==> src/rtl/s2m_pkg.sv <==
// ---------------------------------------------------------------------------
// s2m_pkg
// Shared constants for the slave-to-master (s2m) collection path.
//   S2M_WIDTH          data bits per record
//   S2M_DEPTH          destination (master memory) address bits per record
//   S2M_FIFO_BITS      log2 of responder FIFO entries
//   REC_W              packed record width, {addr, data} with addr in the MSBs
//   RESPONDER_LATENCY  edges from a sampled poll to r_valid being registered;
//                      the harvester delays its core select to match this
// ---------------------------------------------------------------------------
package s2m_pkg;

  localparam int S2M_WIDTH         = 32;
  localparam int S2M_DEPTH         = 8;
  localparam int S2M_FIFO_BITS     = 4;
  localparam int REC_W             = S2M_WIDTH + S2M_DEPTH;
  localparam int RESPONDER_LATENCY = 2;

  // Record layout at the default widths.
  typedef struct packed {
    logic [S2M_DEPTH-1:0] addr;
    logic [S2M_WIDTH-1:0] data;
  } s2m_rec_t;

endpackage : s2m_pkg

==> src/rtl/s2m_responder_if.sv <==
// ---------------------------------------------------------------------------
// s2m_responder_if
// Groups the core write port, FIFO status and the harvester poll/response
// signals of one s2m_responder.
//   w_addr, w_data, we     core write of one {addr, data} record
//   full, overflow, count  FIFO status back to the core
//   r_req                  this core's bit of the harvester poll vector
//   r_data, r_valid        popped record and its one-cycle strobe
// Modports:
//   master  the core + harvester side (drives writes and polls)
//   slave   the responder itself
// ---------------------------------------------------------------------------
interface s2m_responder_if
  import s2m_pkg::*;
#(
  parameter int WIDTH     = S2M_WIDTH,
  parameter int DEPTH     = S2M_DEPTH,
  parameter int FIFO_BITS = S2M_FIFO_BITS
);

  logic [DEPTH-1:0]       w_addr;
  logic [WIDTH-1:0]       w_data;
  logic                   we;
  logic                   full;
  logic                   overflow;
  logic [FIFO_BITS:0]     count;
  logic                   r_req;
  logic [WIDTH+DEPTH-1:0] r_data;
  logic                   r_valid;

  modport master (
    output w_addr, w_data, we, r_req,
    input  full, overflow, count, r_data, r_valid
  );

  modport slave (
    input  w_addr, w_data, we, r_req,
    output full, overflow, count, r_data, r_valid
  );

endinterface : s2m_responder_if

==> src/rtl/s2m_fifo_ram.sv <==
// ---------------------------------------------------------------------------
// s2m_fifo_ram
// Simple dual-port record store: one write port, one synchronous read port.
// No reset on the array or the read register so it maps onto block or
// distributed RAM.
//   clk     clock
//   we      write enable; w_rec stored at w_addr
//   re      read enable; r_rec <= mem[r_addr] at the edge
//   r_rec   registered read data (holds when re=0)
// ---------------------------------------------------------------------------
module s2m_fifo_ram
  import s2m_pkg::*;
#(
  parameter int REC_BITS  = REC_W,
  parameter int ADDR_BITS = S2M_FIFO_BITS
) (
  input  logic                 clk,
  input  logic                 we,
  input  logic [ADDR_BITS-1:0] w_addr,
  input  logic [REC_BITS-1:0]  w_rec,
  input  logic                 re,
  input  logic [ADDR_BITS-1:0] r_addr,
  output logic [REC_BITS-1:0]  r_rec
);

  logic [REC_BITS-1:0] mem [2**ADDR_BITS];

  // Read and write never target the same entry in one edge: a pop needs
  // count!=0 and a write needs count!=capacity, so equal pointers cannot
  // see both at once.
  always_ff @(posedge clk) begin
    if (we) begin
      mem[w_addr] <= w_rec;
    end
    if (re) begin
      r_rec <= mem[r_addr];
    end
  end

endmodule : s2m_fifo_ram

==> src/rtl/s2m_responder.sv <==
// ---------------------------------------------------------------------------
// s2m_responder
// Core-side end of the s2m collection path. Buffers {addr, data} records
// written by the local core and answers each harvester poll pulse by popping
// one record and presenting it on r_data with a one-cycle r_valid strobe,
// RESPONDER_LATENCY edges after the poll was sampled.
//   clk    clock
//   reset  asynchronous, active-low reset (deassertion synchronized outside)
//   bus    s2m_responder_if.slave: core write port, FIFO status, poll/response
// ---------------------------------------------------------------------------
module s2m_responder
  import s2m_pkg::*;
#(
  parameter int WIDTH     = S2M_WIDTH,
  parameter int DEPTH     = S2M_DEPTH,
  parameter int FIFO_BITS = S2M_FIFO_BITS
) (
  input  logic             clk,
  input  logic             reset,
  s2m_responder_if.slave   bus
);

  localparam int                RW    = WIDTH + DEPTH;
  localparam int                CNT_W = FIFO_BITS + 1;
  localparam logic [CNT_W-1:0]  CAP   = CNT_W'(1) << FIFO_BITS;

  logic [FIFO_BITS-1:0] wr_ptr_reg, wr_ptr_next;
  logic [FIFO_BITS-1:0] rd_ptr_reg, rd_ptr_next;
  logic [CNT_W-1:0]     count_reg, count_next;
  logic                 overflow_reg, overflow_next;

  logic                 full;
  logic                 do_write;
  logic                 do_pop;

  // Output pipeline: ram_valid_reg tracks the RAM read register (edge N),
  // s1_* is stage 1 (edge N+1), r_* is the registered output (edge N+2).
  logic                 ram_valid_reg;
  logic [RW-1:0]        ram_rec;
  logic                 s1_valid_reg;
  logic [RW-1:0]        s1_data_reg;
  logic                 r_valid_reg;
  logic [RW-1:0]        r_data_reg;

  assign full     = (count_reg == CAP);
  assign do_write = bus.we & ~full;
  // Pop decision uses the registered count, so a write landing on the same
  // edge into an empty FIFO is not visible to this poll.
  assign do_pop   = bus.r_req & (count_reg != '0);

  always_comb begin
    wr_ptr_next   = wr_ptr_reg;
    rd_ptr_next   = rd_ptr_reg;
    count_next    = count_reg;
    overflow_next = overflow_reg;

    if (do_write) begin
      wr_ptr_next = wr_ptr_reg + FIFO_BITS'(1);
    end
    if (do_pop) begin
      rd_ptr_next = rd_ptr_reg + FIFO_BITS'(1);
    end
    if (bus.we && full) begin
      overflow_next = 1'b1;
    end

    unique case ({do_write, do_pop})
      2'b10:   count_next = count_reg + CNT_W'(1);
      2'b01:   count_next = count_reg - CNT_W'(1);
      default: count_next = count_reg;
    endcase
  end

  always_ff @(posedge clk or negedge reset) begin
    if (!reset) begin
      wr_ptr_reg   <= '0;
      rd_ptr_reg   <= '0;
      count_reg    <= '0;
      overflow_reg <= 1'b0;
    end else begin
      wr_ptr_reg   <= wr_ptr_next;
      rd_ptr_reg   <= rd_ptr_next;
      count_reg    <= count_next;
      overflow_reg <= overflow_next;
    end
  end

  s2m_fifo_ram #(
    .REC_BITS  (RW),
    .ADDR_BITS (FIFO_BITS)
  ) u_ram (
    .clk    (clk),
    .we     (do_write),
    .w_addr (wr_ptr_reg),
    .w_rec  ({bus.w_addr, bus.w_data}),
    .re     (do_pop),
    .r_addr (rd_ptr_reg),
    .r_rec  (ram_rec)
  );

  // Valid bits are reset asynchronously so an in-flight pop is killed the
  // moment reset asserts; the RAM read register is left unreset.
  always_ff @(posedge clk or negedge reset) begin
    if (!reset) begin
      ram_valid_reg <= 1'b0;
      s1_valid_reg  <= 1'b0;
      s1_data_reg   <= '0;
      r_valid_reg   <= 1'b0;
      r_data_reg    <= '0;
    end else begin
      ram_valid_reg <= do_pop;
      s1_valid_reg  <= ram_valid_reg;
      if (ram_valid_reg) begin
        s1_data_reg <= ram_rec;
      end
      r_valid_reg   <= s1_valid_reg;
      // r_data holds its last record between strobes.
      if (s1_valid_reg) begin
        r_data_reg <= s1_data_reg;
      end
    end
  end

  assign bus.full     = full;
  assign bus.overflow = overflow_reg;
  assign bus.count    = count_reg;
  assign bus.r_valid  = r_valid_reg;
  assign bus.r_data   = r_data_reg;

endmodule : s2m_responder

==> src/flat_wrapper.sv <==
// flat-port wrapper written by rule: the top's interface ports become plain ports
module s2m_responder_flat import s2m_pkg::*;
#(
  parameter int WIDTH     = S2M_WIDTH,
  parameter int DEPTH     = S2M_DEPTH,
  parameter int FIFO_BITS = S2M_FIFO_BITS
)
  (clk, reset, bus_w_addr, bus_w_data, bus_we, bus_r_req, bus_full, bus_overflow, bus_count, bus_r_data, bus_r_valid);
  s2m_responder_if #(.WIDTH(WIDTH), .DEPTH(DEPTH), .FIFO_BITS(FIFO_BITS)) bus_i ();
  input  logic clk;
  input  logic reset;
  input wire logic [$bits(bus_i.w_addr)-1:0] bus_w_addr;
  input wire logic [$bits(bus_i.w_data)-1:0] bus_w_data;
  input wire logic [$bits(bus_i.we)-1:0] bus_we;
  input wire logic [$bits(bus_i.r_req)-1:0] bus_r_req;
  output wire logic [$bits(bus_i.full)-1:0] bus_full;
  output wire logic [$bits(bus_i.overflow)-1:0] bus_overflow;
  output wire logic [$bits(bus_i.count)-1:0] bus_count;
  output wire logic [$bits(bus_i.r_data)-1:0] bus_r_data;
  output wire logic [$bits(bus_i.r_valid)-1:0] bus_r_valid;
  assign bus_i.w_addr = bus_w_addr;
  assign bus_i.w_data = bus_w_data;
  assign bus_i.we = bus_we;
  assign bus_i.r_req = bus_r_req;
  assign bus_full = bus_i.full;
  assign bus_overflow = bus_i.overflow;
  assign bus_count = bus_i.count;
  assign bus_r_data = bus_i.r_data;
  assign bus_r_valid = bus_i.r_valid;
  s2m_responder #(.WIDTH(WIDTH), .DEPTH(DEPTH), .FIFO_BITS(FIFO_BITS)) u_core (.clk(clk), .reset(reset), .bus(bus_i));
endmodule
==> config.mk <==
export PLATFORM = sky130hd
export DESIGN_NAME = s2m_responder_flat
export DESIGN_NICKNAME = d
export VERILOG_FILES = /design/src/rtl/s2m_pkg.sv /design/src/rtl/s2m_responder_if.sv /design/src/rtl/s2m_fifo_ram.sv /design/src/rtl/s2m_responder.sv /design/src/flat_wrapper.sv
export SDC_FILE = /design/constraint.sdc
export NUM_CORES = 1
export LEC_CHECK = 0
export ABC_AREA = 0
export CAP_MARGIN = 20
export CORE_MARGIN = 2
export CORE_UTILIZATION = 30
export CTS_CLUSTER_DIAMETER = 120
export DETAILED_ROUTE_END_ITERATION = 10
export GPL_ROUTABILITY_DRIVEN = 0
export GPL_TIMING_DRIVEN = 0
export PLACE_DENSITY_LB_ADDON = 0.1
export RECOVER_POWER = 25
export SYNTH_ARGS = -nofsm -noshare
export SYNTH_HDL_FRONTEND = slang
export SYNTH_SLANG_ARGS = --single-unit
==> constraint.sdc <==
create_clock -name clk -period 5.5 [get_ports clk]
set_clock_uncertainty 0.05 [all_clocks]
set_input_delay 0.55 -clock clk [delete_from_list [all_inputs] [get_ports clk]]
set_output_delay 0.55 -clock clk [all_outputs]
set_load 0.02 [all_outputs]
==> results of run 1 <==
-- metal layers --
layer,wire [um],share of wire [%]
met1,34680,46
met3,4092,5.4
met2,35640,47
met4,1388,1.8
met5,22,0.029
-- worst max-delay path: cells and delay by family, from the launching register on --
| family | cells | cell delay (ns) |
|---|---|---|
| flops | 1 | 0.45 |
| buf+inv | 1 | 0.60 |
| simple gates | 2 | 1.02 |
-- final cells by class --
type                       instances  area share (%)
tap                             1276           4.455
inverter                           5         0.05237
sequential                       777           63.75
clock buffer                     114           6.735
clock inverter                    49           1.417
multi-input combinational        588           17.45
buffer                            78           1.250
antenna                            1        0.006983
timing repair buffer             143           4.884
-- repair_timing --
action | in CTS | in global routing
hold buffers | 1 | 0
resized for setup | 0 | 0
setup buffers | 0 | 0
hold endpoints to repair | 24 | 0
-- cells in the final DEF, fill, tap and decap left out, types with 9 or more instances in the layout --
| cell type | n |
|---|---|
| nor2_4 | 12 |
| a22oi_1 | 40 |
| mux2_2 | 82 |
| clkbuf_16 | 91 |
| bufinv_16 | 9 |
| clkbuf_1 | 50 |
| dfrtp_1 | 97 |
| buf_2 | 19 |
| a221oi_1 | 80 |
| mux4_2 | 80 |
| clkinv_1 | 9 |
| dlygate4sd3_1 | 28 |
| edfxtp_1 | 680 |
| ha_1 | 9 |
| mux2i_1 | 161 |
| buf_4 | 11 |
| clkdlybuf4s50_1 | 63 |
| buf_12 | 15 |
| o21ai_0 | 43 |
| clkinv_2 | 20 |
| buf_6 | 34 |
| nand2_1 | 49 |
-- kinds of logic (layout without fill, tap and decap cells) --
group | after synthesis | in the layout
flip-flops | 777 | 777
buffers and inverters | 83 | 389
XOR/XNOR | 10 | 10
AND/OR/NAND/NOR | 75 | 75
other | 0 | 1
AO/OA/AOI/OAI | 170 | 170
adder cells (fa/ha/maj) | 10 | 10
multiplexers | 323 | 323
-- metrics by stage --
step / power [mW] / setup TNS, ns / instance area (um^2)
after floorplan: 11.48 / 0 / 29450
final: 19.58 / 0 / 35840
after global routing: 20.59 / 0 / 35840
after CTS: 19.98 / 0 / 35820
after detailed placement: 14.01 / 0 / 32890
after global placement: 13.81 / -1160.71 / 31950
-- report_power, final --
group          switching, mW  total (mW)  internal, mW
combinational           3.44        5.84          2.40
sequential             0.333        7.86          7.53
clock                   2.35        5.88          3.53
total                   6.12        19.6          13.5
-- worst min path at each step --
stage	slack, ns	startpoint	cells past startpoint	end
detailed placement	0.39	reset	1	u_core.bus.r_data[34]
global placement	0.39	u_core.bus.overflow	1	u_core.bus.overflow
floorplan	0.20	reset	0	u_core.bus.count[0]
finish	0.42	u_core.bus.overflow	1	u_core.bus.overflow
global route	0.44	u_core.u_ram.r_rec[35]	1	u_core.s1_data_reg[35]
CTS	0.30	reset	2	u_core.bus.r_data[34]
==> key figures, run 1 <==
Pwr
  – Maximum VDD drop: between 0.2 and 0.3 mV
  – LEAKAGE: about 12 nW
  – Pwr dens: about 550 nW/um^2

Synth
  – Warnings, synthesis: 0
  – Largest family of logic cells by synthesized area: multiplexers
  – Avg Cell Area, Syn: 20.34 um^2
  – Yosys reg bits: roughly 780
  – Area leader, netlist: edfxtp_1
  – Post-synthesis async set-or-reset flop share: between 10% and 20%
  – Synth Area in Compound Gates: about 4.3%
  – Synth Area in XOR/XNOR: less than 1%
  – Syn_nets: 1502
  – Primary FF master, synth: edfxtp_1
  – Most area-consuming cells after synthesis: edfxtp_1 69%, dfrtp_1 8.2%, mux4_2 6.1%, mux2i_1 5.5%, mux2_2 3.1%
  – Top-area cell type share of the netlist area: a little over two thirds
  – Most common cell in the netlist: edfxtp_1
  – Mux share of post-synthesis cell area: 14.73%
  – Synth Instances: around 1400
  – Synth unique cells: 32
  – Post-synth EDFFs: a little under 700
  – Simple-gate share of the synthesized area: around 1.0%
  – Post-synth top cells: 680 x edfxtp_1, 161 x mux2i_1, 97 x dfrtp_1
  – Synth Area in Adders: less than 1%
  – Seq/Total Area, Yosys: between 70 and 80%
  – Mapped Area: 29450 um^2

Critical path
  – Worst-path maximum fanout: 5
  – Worst Path Arrival: 2.70 ns
  – Flop-to-flop setup slack: about 2.2 ns
  – Worst setup path end: bus_full
  – Worst-path cell chain: nor4_1 > and2_1 > clkdlybuf4s50_1
  – Startpoint types: flip-flop
  – Crit path from: u_core.bus.count[0]
  – Worst Setup End Kind: output pin
  – R2r endpoint: u_core.bus.count[4]
  – Worst R2R Start: u_core.bus.count[0]
  – Reg2reg path depth: 8
  – CP max stage delay: roughly 0.77 ns
  – Critical-path top delay cell: nor4_1
  – Data required, critical path: ~4.9 ns
  – Setup CP Type: flip-flop to output pin

GRT
  – Largest net degree at the start of global routing: 74
  – Grt ovf: 0
  – Initial antenna violation count: 7
  – GR Util met1: between 20% and 30%
  – Met3 Usage GRT: 2.922%
  – GR Layer Usage met2: 24.35%
  – Vias in the first global route: roughly 15000
  – First-pass GRT wire length: between 100 and 150 mm
  – Most used routing layer: met2
  – Total track usage: 15.24%

STA
  – Crit share post-route: ~60%
  – FMAX: between 300 and 400 MHz
  – Slew Limit Fails: 25
  – Worst setup margin: approximately 2.2 ns
  – Actual slew at the worst max-slew pin: between 1.5 and 2 ns
  – Rel. slew slack: -13.14%
  – RSZ-0062 raised after global routing: false
  – Count of final setup violators: 0
  – Fin crit period: roughly 3.3 ns
  – Final Hold Fails: 0
  – Final Hold Slack: roughly 0.42 ns

Clock tree
  – Root Buffer: clkbuf_16
  – Clock buffer count from CTS: 89
  – CTS tree: yes
  – Count of clock tree sinks: 777
  – Worst-case clock buffer depth: 3
  – Clk Latency, worst-skew pair: between 0.6 and 0.7 ns
  – Clock Pin Slew Worst Setup and Hold Paths: approximately 0.06 ns
  – CTS H-tree depth: 3

Routing
  – Post-route ant nets: 0
  – First-pass iteration count of the detailed router: 5
  – DRC viols: 0
  – Via density per instance: approximately 4.8
  – First DRT Iteration DRCs: 1114
  – Total Routed Length: 75.82 mm
  – Vias: 14516
  – DR WL/cell: ~25 um

Cells and area
  – Non-filler instance count after layout: a little over 3000
  – Number of fill cells: between 8000 and 9000
  – Area of the multi-input gates: roughly 6300 um^2
  – Biggest register: u_core.u_ram.mem
  – Share of layout cells above drive strength 1: approximately 23%
  – Number of flip-flops in the largest register: 640
  – Final Core Density: between 30 and 40%
  – FF/Latch Area: 22850 um^2
  – Area Growth Syn to Fin: 21.71%
  – Fin nets: 1736

Floorplan
  – Row count: ~110
  – Die area: 100700 um^2
  – Core Box Area: between 90000 and 100000 um^2
  – Die width: 317.3 um
  – Chip height: between 300 and 400 um
  – Top Ports: about 90
  – Initial Util: 30.36%

Placement
  – Post-DP HPWL: 48.11 mm
  – Port Buffers: between 90 and 100
  – Placed insts: roughly 2900
  – Worst slack, placed: 2.039 ns

Job
  – Max-cap violations: 1

Worst hold path
  – Hold Crit Class: flip-flop to flip-flop

Status
  – Failing checks: max-capacitance violations, max-slew violations
  – Status: finished, violations left
Power figures use the tool's default switching activity.
==> run 2: changes to the inputs <==
==> constraint.sdc (replaced) <==
create_clock -name clk -period 3.2 [get_ports clk]
set_clock_uncertainty 0.05 [all_clocks]
set_input_delay 0.32 -clock clk [delete_from_list [all_inputs] [get_ports clk]]
set_output_delay 0.32 -clock clk [all_outputs]
set_load 0.02 [all_outputs]
==> key figures, run 2 (same netlist as run 1, synthesis figures left out) <==
Placement
  – Post-DP HPWL: 47.96 mm (was 48.11 mm)
  – Placed Area: 32900 um^2 (was 32890 um^2)
  – Port Buffers: 91 (unchanged)

STA
  – RSZ-0062 raised after global routing: false (unchanged)
  – Slew Limit Fails: 34 (was 25)
  – Sum Neg Setup Slack: 0 ns (unchanged)
  – FMAX: ~350 MHz
  – Final Hold Fails: 0 (unchanged)
  – Crit share post-route: between 80% and 90%
  – Count of final setup violators: 0 (unchanged)
  – Final Hold Slack: 0.2579 ns (was 0.4212 ns)
  – Rel. slew slack: -36.53% (was -13.14%)
  – Actual slew at the worst max-slew pin: 2.048 ns (was 1.697 ns)
  – Fin crit period: 2.828 ns

Routing
  – First DRT Iteration DRCs: 1003 (was 1114)
  – Total Routed Length: 74.94 mm (was 75.82 mm)
  – DRC viols: 0 (unchanged)
  – First-pass iteration count of the detailed router: 5 (unchanged)
  – Post-route ant nets: 0 (unchanged)
  – DR WL/cell: 24.87 um (was 25.02 um)
  – Via density per instance: 4.781 (was 4.789)
  – Vias: 14405 (was 14516)

Cells and area
  – Area Growth Syn to Fin: 21.40% (was 21.71%)
  – Share of layout cells above drive strength 1: 22.34% (was 23.20%)
  – FF/Latch Area: 22850 um^2 (unchanged)
  – Most frequent cells in the layout: 680 x edfxtp_1, 161 x mux2i_1, 97 x dfrtp_1 (unchanged)
  – Finished Cell Area: 35750 um^2 (was 35840 um^2)
  – Fin nets: 1721 (was 1736)
  – Area of the multi-input gates: 6294 um^2 (was 6254 um^2)
  – Number of diodes: 0 (was 1)
  – Number of flip-flops in the largest register: 640 (unchanged)
  – Final Core Density: 36.86% (was 36.95%)
  – Biggest register: u_core.u_ram.mem (unchanged)
  – Most common cell after layout, fill and taps aside: edfxtp_1 (unchanged)
  – Number of fill cells: 8902 (was 8940)

Pwr
  – Switching Share: 31.44% (was 31.27%)
  – Cell internal pwr: 22.97 mW (was 13.46 mW)
  – Seq pwr share: 40.4% (was 40.2%)
  – Clock share of power: 29.5% (was 30.0%)
  – P_sw: 10.53 mW (was 6.125 mW)
  – LEAKAGE: 12.07 nW (was 12.14 nW)
  – Pwr dens: 937.2 nW/um^2 (was 546.4 nW/um^2)
  – Combinational power share: 30.1% (was 29.8%)
  – Maximum VDD drop: 0.5685 mV (was 0.2647 mV)

Critical path
  – Startpoint types: flip-flop (unchanged)
  – Worst R2R Start: u_core.bus.count[0] (unchanged)
  – Worst-path maximum fanout: 13 (was 5)
  – Data required, critical path: 3.48 ns (was 4.90 ns)
  – Reg2reg path depth: 6 (was 8)
  – Flop-to-flop setup slack: 0.37 ns (was 2.22 ns)
  – Worst Path Arrival: 3.10 ns (was 2.70 ns)
  – Worst Setup End Kind: flip-flop (was output pin)
  – Setup CP Type: flip-flop to flip-flop (was flip-flop to output pin)
  – R2r endpoint: u_core.u_ram.mem[3][6] (was u_core.bus.count[4])

Floorplan
  – Top Ports: 92 (unchanged)
  – Row count: 114 (unchanged)
  – Core Box Area: 96990 um^2 (unchanged)
  – Initial Util: 30.36% (unchanged)
  – Chip height: 317.3 um (unchanged)
  – Die area: 100700 um^2 (unchanged)
  – Die width: 317.3 um (unchanged)

Clock tree
  – Clk Latency, worst-skew pair: 0.64 ns (was 0.63 ns)
  – Root Buffer: clkbuf_16 (unchanged)
  – Worst-case clock buffer depth: 3 (unchanged)
  – Count of clock tree sinks: 777 (unchanged)
  – Clock buffer count from CTS: 88 (was 89)
  – CTS H-tree depth: 3 (unchanged)
  – CTS tree: yes (unchanged)
  – Clock Pin Slew Worst Setup and Hold Paths: 0.06 ns (about the same)

Worst hold path
  – Hold Crit Class: input port to flip-flop (was flip-flop to flip-flop)
  – Hold Crit Start: bus_we (was u_core.bus.overflow)
  – Hold Path Sink: u_core.bus.overflow (unchanged)
  – Worst hold path depth: 2 (was 1)

Status
  – Status: finished, violations left (unchanged)
  – Failing checks: max-capacitance violations, max-slew violations (unchanged)

GRT
  – Grt ovf: 0 (unchanged)
  – Vias in the first global route: 15344 (was 15147)
  – Total track usage: 15.17% (was 15.24%)
  – Initial antenna violation count: 5 (was 7)
  – Largest net degree at the start of global routing: 65 (was 74)
  – First-pass GRT wire length: 108.3 mm (was 108.6 mm)

Job
  – Max-cap violations: 1 (unchanged)
[run 2: cell count changes in the layout (fill, tap and decap cells not counted), moves of 3 or more]
cell	before	now
buf_16	8	14
buf_6	34	13
clkinv_1	9	13
clkinvlp_4	6	3
nor3_2	4	0
nor3_4	0	4
[run 2: cell type report]
class,count,area share [%]
clock inverters,50,1.309
inverters,5,0.05250
flip-flops and latches,777,63.91
well taps,1276,4.466
multi-input cells,588,17.61
plain buffers,78,1.253
clock buffers,110,6.594
repair buffers,129,4.809
[run 2: power groups by stage]
stage / clock, mW / sequential [mW] / combinational [mW]
after global routing: 10.6 / 13.7 / 10.9
after CTS: 10.2 / 13.6 / 10.4
final: 9.87 / 13.5 / 10.1
after detailed placement: 0 / 13.7 / 10.3
after global placement: 0 / 13.8 / 9.83
after floorplan: 0 / 14.0 / 5.78
[run 2: worst max-delay path: stages (launching register included)]
cell and delay (ns):
dfrtp_1 0.49, nor4_4 0.09, a21boi_2 0.36, nand2_1 0.35, nor3_4 0.72, buf_16 0.25, buf_16 0.17
[run 2: worst max path at each step]
stage | start | end | slack (ns) | cells past startpoint
6_report | u_core.bus.count[0] | u_core.u_ram.mem[3][6] | 0.37 | 6
5_1_grt | u_core.bus.count[0] | u_core.u_ram.mem[3][13] | 0.14 | 6
2_1_floorplan | u_core.bus.count[0] | u_core.u_ram.mem[15][0] | -0.22 | 4
3_5_place_dp | u_core.bus.count[0] | u_core.bus.count[4] | -0.25 | 9
4_1_cts | u_core.bus.count[0] | u_core.bus.count[4] | 0.15 | 9
3_3_place_gp | bus_we | u_core.u_ram.mem[11][6] | -3.18 | 4
[run 2: metrics by stage]
stage	setup slack (ns)	power, mW	cells
CTS	0.1463	34.15	3012
finish	0.3724	33.50	3013
detailed placement	-0.2466	24.09	2851
floorplan	-0.2225	19.74	1448
global route	0.1432	35.27	3013
global placement	-3.180	23.64	2815
[run 2: what timing repair did]
item / CTS / global route
pin swaps: 0 / 2
resized for setup: 2 / 0
hold buffers: 1 / 0
setup buffers: 0 / 1
hold endpoints to repair: 97 / 0
setup endpoints to repair: 2 / 1
[run 2: routing by layer]
metal | global-route usage [%] | up-vias | share of wire (%)
li1 | - | 6383 | -
met1 | 19.65 | 7601 | 43
met2 | 25.74 | 302 | 50
met3 | 2.596 | 115 | 4.2
met4 | 5.207 | 4 | 2.7
met5 | 0 | - | 0.031
==> edit 1 (flow settings as in run 1) <==
Set the package constant `S2M_WIDTH` to 28 (it was 32).
--- a/src/rtl/s2m_pkg.sv
+++ b/src/rtl/s2m_pkg.sv
@@ -12,3 +12,3 @@
 
-  localparam int S2M_WIDTH         = 32;
+  localparam int S2M_WIDTH         = 28;
   localparam int S2M_DEPTH         = 8;
Ports: changed (resized bus_r_data and bus_w_data); port bits go from 92 to 84. The function was not compared with the original's and may differ.
==> edit 1 against run 1 <==
  * The flow still finishes with violations (max-capacitance violations, max-slew violations)
  * Count of clock-buffer cells in the layout is 10 higher
  * Routed wire length is 11% lower
  * Critical path type unchanged
  * Area after synthesis is 9.2% lower
  * Sequential share of layout area is 0.20 points higher
  * Worst setup slack better by 22 ps
  * Sequential power is 9.8% lower
  * Non-clock buffer count is 28 lower
  * Sequential cell count is 76 lower
  * Final area is 10% lower
  * Total power is 11% lower
  * Hold slack worse by 100 ps
  * Largest power group unchanged
  * Register-to-register slack better by 150 ps
  * Core utilization is 0.49 points lower
==> edit 1: results (changes against run 1) <==
- First-pass GRT wire length: 98400 um (-9.4%)
- Num CTS Buffers: 80 (-10%)
- Initial antenna violation count: 2 (-5)
- Non-clk buf share: 5.85% (-0.29 points)
- CTS H-tree lvls: 3 (unchanged)
- Ys async rst share: 12.7% (+0.21 points)
- Top routing layer in use: met5
- Max VDD drop: 200 uV (-24%)
- Largest net degree at the start of global routing: 51 (-31%)
- Multi-input combinational area share: 18.0% (+0.55 points)
- Post-CTS Setup Bufs: 0 (unchanged)
- Metal3 WL: 2390 um (-42%)
- Max Cap Viol: 1 (unchanged)
- Crit path DAT: 2680 ps (-20 ps)
- Final #Nets: 1567 (-9.7%)
- Post-synthesis cell type count: 36 (+13%)
- Max reg flops: 576 (-10%)
- Count of TritonRoute iterations in the first routing pass: 5 (unchanged)
- Post-Route WL: 67500 um (-11%)
- Register area share after synthesis: 77.1% (-0.52 points)
- Bufs w/o clock: 193 (-13%)
- Syn Inst Count: 1312 (-9.4%)
- Largest cells by area after synthesis: edfxtp_1 (69%), dfrtp_1 (8.3%), mux4_2 (6.1%), mux2i_1 (5.4%), mux2_2 (3.1%)
- Seq. cell area: 20600 um^2 (-9.8%)
- Clock-cell share: 7.61% (-0.54 points)
- Pleak: 10.9 nW (-10%)
- Post-synth top cells: edfxtp_1 (612), mux2i_1 (145), dfrtp_1 (89)
- Dpl hpwl: 44200 um (-8.1%)
- Via count: 13000 (-10%)
- Metal2 WL: 33400 um (-6.2%)
- Inverters, non-clock: 5 (unchanged)
- Failing checks: max-capacitance violations, max-slew violations
- Synth warn: 0 (unchanged)
- Non-filler cells, final: 2748 (-9.3%)
- Fillers: 8178 (-8.5%)
- DR iter-0 viols: 864 (-22%)
- Clock sink count: 701 (-9.8%)
- # placed instances: 2599 (-9.3%)
- Syn nets: 1362 (-9.3%)
- Vias in the first global route: 13900 (-8.3%)
- Tot GR Track Use: 15.0% (-0.26 points)
- Port-buffer cells: 83 (-8.8%)
- Cell Area, Placed: 29800 um^2 (-9.5%)
- Worst slack at placement: 2260 ps (+218 ps)
- Worst relative slew slack: -95.9% (-83 points)
- Post-synth EDFFs: 612 (-10%)
- Top Family by Delay on Critical Path: simple AND/OR/NAND/NOR gates
- Antenna diodes: 0 (-1)
- #MultiIn Comb: 536 (-8.8%)
- CLK BUF: 124 (+8.8%)
- Wl on met1: 30400 um (-12%)
- Reg with most FFs: u_core.u_ram.mem
- Status: finished with violations
- Max Slew Vio Count: 40 (+60%)
- Share of cells above drive strength 1: 22.9% (-0.34 points)
==> edit 1: cell count changes after synthesis, moves of 16 or more <==
cell      change
mux2i_1      -16
edfxtp_1     -68
a221oi_2     +18
o21ai_1      +18
o21ai_0      -22
a221oi_1     -26
==> edit 1: cell families (layout without fill, tap and decap cells) <==
group / after synthesis / in the layout / synth area share, %
compound gates: 154 / 154 / 4.71
simple gates: 71 / 71 / 1.10
mux: 291 / 291 / 14.6
flops: 701 / 701 / 77.1
buf+inv: 75 / 346 / 1.68
fa+ha+maj: 10 / 10 / 0.496
xor+xnor: 10 / 10 / 0.328
==> edit 1: where the power goes <==
| part | switching [mW] | leakage, nW | internal [mW] |
|---|---|---|---|
| clock network | 2.07 | 1.20 | 2.92 |
| registers | 0.297 | 6.58 | 6.80 |
| logic | 3.21 | 3.10 | 2.22 |
==> edit 1: what timing repair did <==
action	4_1_cts	5_1_grt
endpoints found under the hold margin	39	0
hold buffers	1	0
endpoints found under the setup margin	0	0
==> edit 1: final timing paths <==
kind	from	cells past startpoint	slack, ps	end
min in group asynchronous	reset	2	1370	u_core.bus.r_data[3]
hold / removal	u_core.s1_valid_reg	0	320	u_core.bus.r_valid
max in group asynchronous	reset	2	2300	u_core.bus.r_data[10]
setup / recovery	u_core.bus.count[0]	3	2220	bus_full
setup reg to reg	u_core.bus.count[0]	8	2370	u_core.bus.count[4]
hold reg to reg	u_core.s1_valid_reg	0	320	u_core.bus.r_valid
==> edit 1: metrics by stage <==
step | TNS [ps] | util (%)
floorplan | 0 | -
global placement | -576410 | 32.8
detailed placement | 0 | 33.7
CTS | 0 | 36.5
global route | 0 | 36.5
finish | 0 | 36.5
==> edit 1: metal layers <==
layer	vias up	global-route usage, %
met4	4	4.21
met2	229	25.3
met1	6883	20.0
met3	92	2.38
li1	5793	-
met5	-	0
==> edit 2 (flow settings as in run 1) <==
Without the edit above. Compare `count_reg` against `CAP` with >= in place of ==.
--- a/src/rtl/s2m_responder.sv
+++ b/src/rtl/s2m_responder.sv
@@ -44,3 +44,3 @@
 
-  assign full     = (count_reg == CAP);
+  assign full     = (count_reg >= CAP);
   assign do_write = bus.we & ~full;
Function: same outputs for any inputs over 4 cycles, from zero or initial values and one cycle with reset low; that may be too few to reach the edited logic, so the function may still have changed.
==> edit 2 against run 1 <==
  * The flow still finishes with violations (max-capacitance violations, max-slew violations)
  * Sequential cell count stayed put
  * Routed wire length is 0.71% lower
  * Clock power is 4.6% lower
  * Hold slack worse by 15 ps
  * Area after synthesis hardly changed
  * Worst setup slack better by 280 ps
  * Sequential share of layout area is 1.2 points higher
  * Final area is 1.9% lower
  * Total power is 4.0% lower
  * Core utilization is 0.71 points lower
  * Critical path depth is 5 higher
  * Highest routed layer unchanged
==> edit 2: results (changes against run 1) <==
- Status: finished with violations
- Failing checks: max-capacitance violations, max-slew violations
- R2r worst-path depth: 8 (unchanged)
- CTS H-tree lvls: 3 (unchanged)
- Max Cap Viol: 1 (unchanged)
- Resized Gates After CTS: 0 (unchanged)
- Hold Path Sink: u_core.bus.overflow
- Syn Inst Count: 1445 (-0.21%)
- Max Slew Vio Count: 38 (+52%)
- Largest cells by area after synthesis: edfxtp_1 (69%), dfrtp_1 (8.2%), mux4_2 (6.1%), mux2i_1 (5.5%), mux2_2 (3.1%)
- Crit path DAT: 3520 ps (+820 ps)
- Pleak: 11.8 nW (-2.6%)
- Final #Nets: 1700 (-2.1%)
- Count of TritonRoute iterations in the first routing pass: 4 (-1)
- Worst-path clk slew: 50 ps
- Wl on met1: 33800 um (-2.6%)
- Metal3 WL: 2630 um (-36%)
- DR iter-0 viols: 862 (-23%)
- Clock net power: 5.61 mW (-4.6%)
- Vias in the first global route: 15000 (-0.69%)
- First-pass GRT wire length: 108000 um (-0.71%)
- Slowest stage delay, CP: 580 ps (-190 ps)
- Final WS setup: 2480 ps (+282 ps)
- Non-filler cells, final: 2996 (-1.2%)
- Sw power: 5.88 mW (-4.0%)
- HP Class: flop to flop
- M3 GR Usage: 2.53% (-0.39 points)
- Reg with most FFs: u_core.u_ram.mem
- Max VDD drop: 263 uV (-0.72%)
- Metal2 WL: 37500 um (+5.1%)
- Worst setup path category: flop to flop
- Initial antenna violation count: 4 (-3)
- CP max FO: 18 (+13)
- Port-buffer cells: 91 (unchanged)
- Synth warn: 0 (unchanged)
- Post-Route WL: 75300 um (-0.71%)
- Worst slack at placement: 2050 ps (+11.8 ps)
- Slowest-stage cell, CP: or4_1
- Top Family by Delay on Critical Path: adder cells
- Tot GR Track Use: 15.1% (-0.15 points)
- Via count: 14300 (-1.8%)
- Cell Area, Placed: 32400 um^2 (-1.6%)
- Max reg flops: 640 (unchanged)
- Syn nets: 1499 (-0.20%)
- # placed instances: 2828 (-1.3%)
- Clk pwr share: 29.8% (-0.2 points)
- Worst relative slew slack: -69.3% (-56 points)
- Post-CTS Setup Bufs: 0 (unchanged)
- Dpl hpwl: 44400 um (-7.6%)
- Share of cells above drive strength 1: 20.8% (-2.4 points)
- M1 GR Usage: 20.1% (-1.1 points)
- Gate power share: 29.3% (-0.5 points)
- Final hold slack: 406 ps (-14.8 ps)
- Register area share after synthesis: 77.5% (about the same)
- Largest net degree at the start of global routing: 61 (-18%)
- Met2 Track Usage GR: 25.7% (+1.3 points)
-- edit 2: changes by cell type after synthesis, sizes merged, moves of 2 or more --
cell    change
nand2       -3
clkbuf      +2
buf         -2
nand2b      -2
nor2       -11
nor3        -3
and2       +15
a21boi      -2
-- edit 2: cell families (layout without fill, tap and decap cells) --
group	after synthesis	after routing	share of synthesized area (%)
buf+inv	82	356	1.57
other cells	0	1	0
mux	323	323	14.7
xor+xnor	10	10	0.297
simple gates	74	74	1.16
fa+ha+maj	10	10	0.450
compound gates	169	169	4.26
flops	777	777	77.5
-- edit 2: layout make-up --
class / instances / area [um^2]
Multi-Input combinational cell: 586 / 6200
Clock buffer: 125 / 2460
Buffer: 78 / 447
Timing Repair Buffer: 110 / 1280
Antenna cell: 1 / 2.50
Sequential cell: 777 / 22800
Inverter: 4 / 15.0
Tap cell: 1276 / 1600
Clock inverter: 39 / 302
Fill cell: 9009 / 61800
